## src/rtl/m_p88_loader.sv

```systemverilog
// P88 program loader: parses C8 data / CA entry records from the ioctl download stream,
// writes payload into RAM and plants a FAR JMP at the ROM boot vector.
module m_p88_loader #(
    parameter int          ADDR_W    = 20,
    parameter int          MEM_W     = 8,
    parameter int          WR_CYCLES = 2,
    parameter int unsigned VEC_BASE  = 0
) (
    input  logic                 clk_sys,
    input  logic                 resetL,
    input  logic                 ioctl_download,
    input  logic                 ioctl_wr,
    input  logic [7:0]           ioctl_dout,
    output logic                 ioctl_wait,
    output logic [ADDR_W-1:0]    mem_addr,
    output logic [MEM_W-1:0]     mem_din,
    output logic [MEM_W/8-1:0]   mem_be,
    output logic                 mem_we,
    output logic                 mem_sel,
    output logic                 hold_reset,
    output logic                 done,
    output logic                 err
);

    localparam int BE_W = MEM_W / 8;

    // state  | meaning
    // IDLE   | no download in progress
    // CMD    | waiting for a record command byte
    // HDR    | collecting C8 (8 bytes) or CA (4 bytes) header
    // DATA   | waiting for the next C8 payload byte
    // WRITE  | RAM write pulse plus one recovery cycle
    // VEC    | writing the 5-byte FAR JMP into ROM
    // ERR    | bad command seen; swallow bytes until download ends
    typedef enum logic [2:0] {
        S_IDLE, S_CMD, S_HDR, S_DATA, S_WRITE, S_VEC, S_ERR
    } state_t;

    state_t              state_q;
    logic                dl_q;
    logic                wait_q, we_q, sel_q, hold_q, done_q, err_q;
    logic [ADDR_W-1:0]   addr_q;
    logic [MEM_W-1:0]    din_q;
    logic [BE_W-1:0]     be_q;
    logic [3:0]          tmr_q;
    logic [2:0]          hcnt_q;
    logic [2:0]          vidx_q;
    logic                is_ca_q;
    logic [15:0]         seg_q, off_q, len_q;

    logic                accept, rise, fall;
    logic [ADDR_W-1:0]   rec_addr;
    logic [15:0]         len_next;

    function automatic logic [BE_W-1:0] lane_be(input logic lsb);
        return (BE_W == 1) ? '1 : BE_W'(1) << lsb;
    endfunction

    function automatic logic [MEM_W-1:0] rep(input logic [7:0] b);
        return {BE_W{b}};
    endfunction

    function automatic logic [7:0] vec_byte(input logic [2:0] k, input logic [15:0] seg,
                                            input logic [15:0] off);
        case (k)
            3'd0:    return 8'hEA;
            3'd1:    return off[7:0];
            3'd2:    return off[15:8];
            3'd3:    return seg[7:0];
            default: return seg[15:8];
        endcase
    endfunction

    always_comb begin
        accept   = ioctl_wr & ~wait_q;
        rise     = ioctl_download & ~dl_q;
        fall     = ~ioctl_download & dl_q;
        rec_addr = ADDR_W'({4'h0, seg_q, 4'h0} + {8'h0, off_q});
        len_next = {ioctl_dout, len_q[7:0]};
    end

    always_ff @(posedge clk_sys or negedge resetL) begin
        if (!resetL) begin
            state_q <= S_IDLE;
            dl_q    <= 1'b0;
            wait_q  <= 1'b0;
            we_q    <= 1'b0;
            sel_q   <= 1'b0;
            hold_q  <= 1'b0;
            done_q  <= 1'b0;
            err_q   <= 1'b0;
            addr_q  <= '0;
            din_q   <= '0;
            be_q    <= '0;
            tmr_q   <= '0;
            hcnt_q  <= '0;
            vidx_q  <= '0;
            is_ca_q <= 1'b0;
            seg_q   <= '0;
            off_q   <= '0;
            len_q   <= '0;
        end else begin
            dl_q   <= ioctl_download;
            done_q <= 1'b0;
            if (fall) begin
                // Any write in flight is dropped on the floor.
                state_q <= S_IDLE;
                we_q    <= 1'b0;
                wait_q  <= 1'b0;
                sel_q   <= 1'b0;
                hold_q  <= 1'b0;
                done_q  <= ~err_q;
            end else if (rise) begin
                state_q <= S_CMD;
                hold_q  <= 1'b1;
                err_q   <= 1'b0;
                we_q    <= 1'b0;
                wait_q  <= 1'b0;
                sel_q   <= 1'b0;
            end else begin
                case (state_q)
                    S_CMD: if (accept) begin
                        hcnt_q <= '0;
                        if (ioctl_dout == 8'hC8) begin
                            is_ca_q <= 1'b0;
                            state_q <= S_HDR;
                        end else if (ioctl_dout == 8'hCA) begin
                            is_ca_q <= 1'b1;
                            state_q <= S_HDR;
                        end else begin
                            err_q   <= 1'b1;
                            state_q <= S_ERR;
                        end
                    end
                    S_HDR: if (accept) begin
                        hcnt_q <= hcnt_q + 3'd1;
                        case (hcnt_q)
                            3'd0:    seg_q[7:0]  <= ioctl_dout;
                            3'd1:    seg_q[15:8] <= ioctl_dout;
                            3'd2:    off_q[7:0]  <= ioctl_dout;
                            3'd3:    off_q[15:8] <= ioctl_dout;
                            3'd6:    len_q[7:0]  <= ioctl_dout;
                            3'd7:    len_q       <= len_next;
                            default: ;
                        endcase
                        if (is_ca_q && hcnt_q == 3'd3) begin
                            state_q <= S_VEC;
                            wait_q  <= 1'b1;
                            sel_q   <= 1'b1;
                            addr_q  <= ADDR_W'(VEC_BASE);
                            din_q   <= rep(8'hEA);
                            be_q    <= lane_be(VEC_BASE[0]);
                            we_q    <= 1'b1;
                            tmr_q   <= 4'(WR_CYCLES - 1);
                            vidx_q  <= '0;
                        end else if (!is_ca_q && hcnt_q == 3'd7) begin
                            addr_q  <= rec_addr;
                            state_q <= (len_next == 16'h0) ? S_CMD : S_DATA;
                        end
                    end
                    S_DATA: if (accept) begin
                        din_q   <= rep(ioctl_dout);
                        be_q    <= lane_be(addr_q[0]);
                        we_q    <= 1'b1;
                        wait_q  <= 1'b1;
                        tmr_q   <= 4'(WR_CYCLES - 1);
                        state_q <= S_WRITE;
                    end
                    S_WRITE: begin
                        if (tmr_q != 4'h0) begin
                            tmr_q <= tmr_q - 4'h1;
                        end else if (we_q) begin
                            we_q <= 1'b0;
                        end else begin
                            addr_q  <= addr_q + 1'b1;
                            len_q   <= len_q - 16'h1;
                            wait_q  <= 1'b0;
                            state_q <= (len_q == 16'h1) ? S_CMD : S_DATA;
                        end
                    end
                    S_VEC: begin
                        if (tmr_q != 4'h0) begin
                            tmr_q <= tmr_q - 4'h1;
                        end else if (we_q) begin
                            we_q <= 1'b0;
                        end else if (vidx_q == 3'd4) begin
                            state_q <= S_CMD;
                            wait_q  <= 1'b0;
                            sel_q   <= 1'b0;
                        end else begin
                            // Next vector byte starts right after the one-cycle gap.
                            vidx_q <= vidx_q + 3'd1;
                            addr_q <= addr_q + 1'b1;
                            din_q  <= rep(vec_byte(vidx_q + 3'd1, seg_q, off_q));
                            be_q   <= lane_be(~addr_q[0]);
                            we_q   <= 1'b1;
                            tmr_q  <= 4'(WR_CYCLES - 1);
                        end
                    end
                    default: ;
                endcase
            end
        end
    end

    assign ioctl_wait = wait_q;
    assign mem_addr   = addr_q;
    assign mem_din    = din_q;
    assign mem_be     = be_q;
    assign mem_we     = we_q;
    assign mem_sel    = sel_q;
    assign hold_reset = hold_q;
    assign done       = done_q;
    assign err        = err_q;

endmodule
```

## config.mk

```make
export PLATFORM = sky130hd
export DESIGN_NAME = m_p88_loader
export DESIGN_NICKNAME = d
export VERILOG_FILES = /design/src/rtl/m_p88_loader.sv
export SDC_FILE = /design/constraint.sdc
export NUM_CORES = 1
export LEC_CHECK = 0
export ABC_AREA = 1
export CORE_ASPECT_RATIO = 0.5
export CORE_MARGIN = 2
export CORE_UTILIZATION = 33
export CTS_BUF_LIST = sky130_fd_sc_hd__clkbuf_4
export DETAILED_ROUTE_END_ITERATION = 8
export PLACE_DENSITY = 0.55
export SLEW_MARGIN = 25
export SYNTH_ARGS = -nofsm -noshare
export SYNTH_HDL_FRONTEND = slang
export SYNTH_SLANG_ARGS = --single-unit
export TNS_END_PERCENT = 30
```

## constraint.sdc

```tcl
create_clock -name clk_sys -period 2.6 [get_ports clk_sys]
set_clock_uncertainty 0.1 [all_clocks]
set_input_delay 0.52 -clock clk_sys [delete_from_list [all_inputs] [get_ports clk_sys]]
set_output_delay 0.52 -clock clk_sys [all_outputs]
set_load 0.05 [all_outputs]
```

==> metrics <==
Rows 37; setup bufs post-CTS 0; Ports 47; Critical Path End Type primary output; antenna viol nets, final 0; Psw between 0.004 and 0.005 W; Async SR Flop Fraction between 90% and 100%; share of post-route cells with drive strength above 1 roughly 8.7%; syn_area_per_cell a little under 7 µm²; final hold vios 0; type of origin of the critical path flip-flop; final setup fails 0; WP data arrival about 1.8 ns; DRC errors left 0; Synth warnings 0; fin worst setup slack approximately 0.14 ns; Die X 208 µm; starting density of the core 33.5%; DR vias/cell 4.93; area leader, netlist dfrtp_1; initial antenna violation count 1; Max stage delay on crit path around 0.85 ns; CTS tree yes; RSZ-0062 raised after global routing false; Synth area leaders dfrtp_1 36%, nand2_1 17%, o21ai_0 6.6%, inv_1 6.1%, ha_1 5.9%; pre-CTS setup slack about 0.13 ns; Initial DRT Pass Iterations 5; Unique masters post-synth 47; area delta synth->final 15.8%; drt wl/cell ~15 µm; Filler Cells Inserted roughly 2,200; status completed; Total Power 0.00882 W; Seq pwr share a little under a third; Final #Nets roughly 1,100; die area between 20,000 and 25,000 µm²; vias in the first global route 6,383; PortBufs 46; Routability Congestion ~0.97; CTS clock-pin slew for the worst setup and hold paths around 0.16 ns; Leak Pwr just under 4 nW; CTS sink cnt between 90 and 100; clock root cell clkbuf_4; Slew Limit Fails 0; final wirelength slightly above 20 mm; Cell Int Power around 0.0042 W; top cell type's share of synthesized area 35.9%; Sw Share 52.5%; main flop type after synthesis dfrtp_1; most frequent cells in the layout 313 x nand2_1, 111 x inv_1, 103 x nor2_1; DR vias ~6,600; Mapped Area roughly 6800 µm²; most common cell after layout, fill and taps aside nand2_1; maximum clock path buffer count 2; first-pass GRT wire length between 30 and 40 mm; clk_lat worst skew ~0.5 ns; register bit count reported by yosys 98; max-cap violations 0; Slew @ Worst Pin 0.583 ns; sequential area share after synthesis 35.9%; CP Max Fanout 6; CP top delay family buffers and inverters; post-route setup TNS 0 ns; worst-path cell chain clkdlybuf4s50_1; achievable frequency 407 MHz; CTS H-Tree Depth 3; HP Class reg -> reg; Worst IR Drop VDD approximately 0.3 mV; post-layout util between 30% and 40%; Cells after Synth approximately 1,000; Required @ worst endpoint ~2.0 ns; fin crit share around 95%; power share of the clock group between 10 and 15%; Die Y 106 µm; remaining global-route overflow 0; largest net degree at the start of global routing 35; CP bufs+invs 1; CP Class reg -> out; CP max stage cell clkdlybuf4s50_1; Rel. slew slack between 60% and 70%; PD cells 1110 nW/µm²; Hold WS slightly below 0.4 ns; DPL Wire Length 15.6 mm; Num CTS Buffers 9; Iteration-0 DRC Markers just under 400; number of enable flip-flop cells after synthesis 0; Core ar. between 20,000 and 25,000 µm²; Gate power share 58.0%; Synth Net Count 1,042; fin crit period approximately 2.5 ns; Total Routing Usage GR 19.1%
[final timing paths]
check / startpoint / slack [ns] / depth (start not counted) / endpoint
max: mem_addr[15] / 0.14 / 1 / mem_addr[15]
min: len_q[11] / 0.40 / 2 / len_q[11]
min reg2reg: len_q[11] / 0.40 / 2 / len_q[11]
min in group asynchronous: resetL / 0.41 / 2 / len_q[14]
max reg2reg: hcnt_q[0] / 0.41 / 10 / mem_addr[9]
max in group asynchronous: resetL / 1.40 / 3 / mem_addr[17]
[cell type report]
type                       instances  area, µm²  area share (%)
antenna                            1       2.50          0.0316
tap                              273        342            4.31
timing repair buffer              73        688            8.69
clock buffer                       9       67.6           0.853
multi-input combinational        762       3820            48.3
inverter                         119        452            5.70
sequential                        98       2450            31.0
clock inverter                     7       92.6            1.17
[synth_stat cells (5+ instances only)]
cell type	number
clkbuf_1	10
nor2_4	6
o21ai_1	10
nand2_2	7
dfrtp_1	98
xor2_1	6
a21oi_1	50
nand4_1	12
ha_1	32
xnor2_1	6
nand3_1	56
nor3_1	9
nand3b_1	6
a21oi_2	5
nor2_1	103
inv_1	111
inv_2	5
nand2_1	313
o21ai_0	90
nor2_2	16
[registers in the layout (all words and copies together), names as in the netlist, 3 cells and up]
name and cells:
len_q 16, tmr_q 4, hcnt_q 3, mem_din 8, vidx_q 3, mem_addr 20, state_q 3, off_q 16
seg_q 16
[metal layers]
| layer | GRT usage (%) | part of all wire, % | vias up |
|---|---|---|---|
| met5 | 0 | 0 | - |
| met4 | 6.99 | 2.1 | 0 |
| met3 | 2.98 | 4.2 | 27 |
| met2 | 30.2 | 44 | 147 |
| met1 | 26.5 | 49 | 3098 |
| li1 | - | - | 3339 |
[cells by family after synthesis]
kind of cell,share of synthesized area (%)
buf+inv,8.23
xor+xnor,1.54
fa+ha+maj,6.15
mux,0.146
flops,35.9
simple gates,34.1
compound gates,13.9
[metrics by stage]
stage | area, µm² | cells
after CTS | 7920 | 1341
after global placement | 7750 | 1324
final | 7920 | 1342
after global routing | 7920 | 1342
after detailed placement | 7750 | 1324
after floorplan | 6840 | 997
[what timing repair did]
action / in CTS / in global routing
hold buffers: 1 / 0
hold endpoints to repair: 31 / 0
resized for setup: 0 / 0
[power by group through the flow]
| stage | registers, W | clock network, W | logic, W |
|---|---|---|---|
| 2_1_floorplan | 0.00323 | 0 | 0.00307 |
| 3_3_place_gp | 0.00278 | 0 | 0.00504 |
| 3_5_place_dp | 0.00279 | 0 | 0.00507 |
| 4_1_cts | 0.00276 | 0.000994 | 0.00510 |
| 5_1_grt | 0.00286 | 0.00105 | 0.00568 |
| 6_report | 0.00276 | 0.000949 | 0.00511 |
Note: power is estimated with default switching activity, not from simulation.
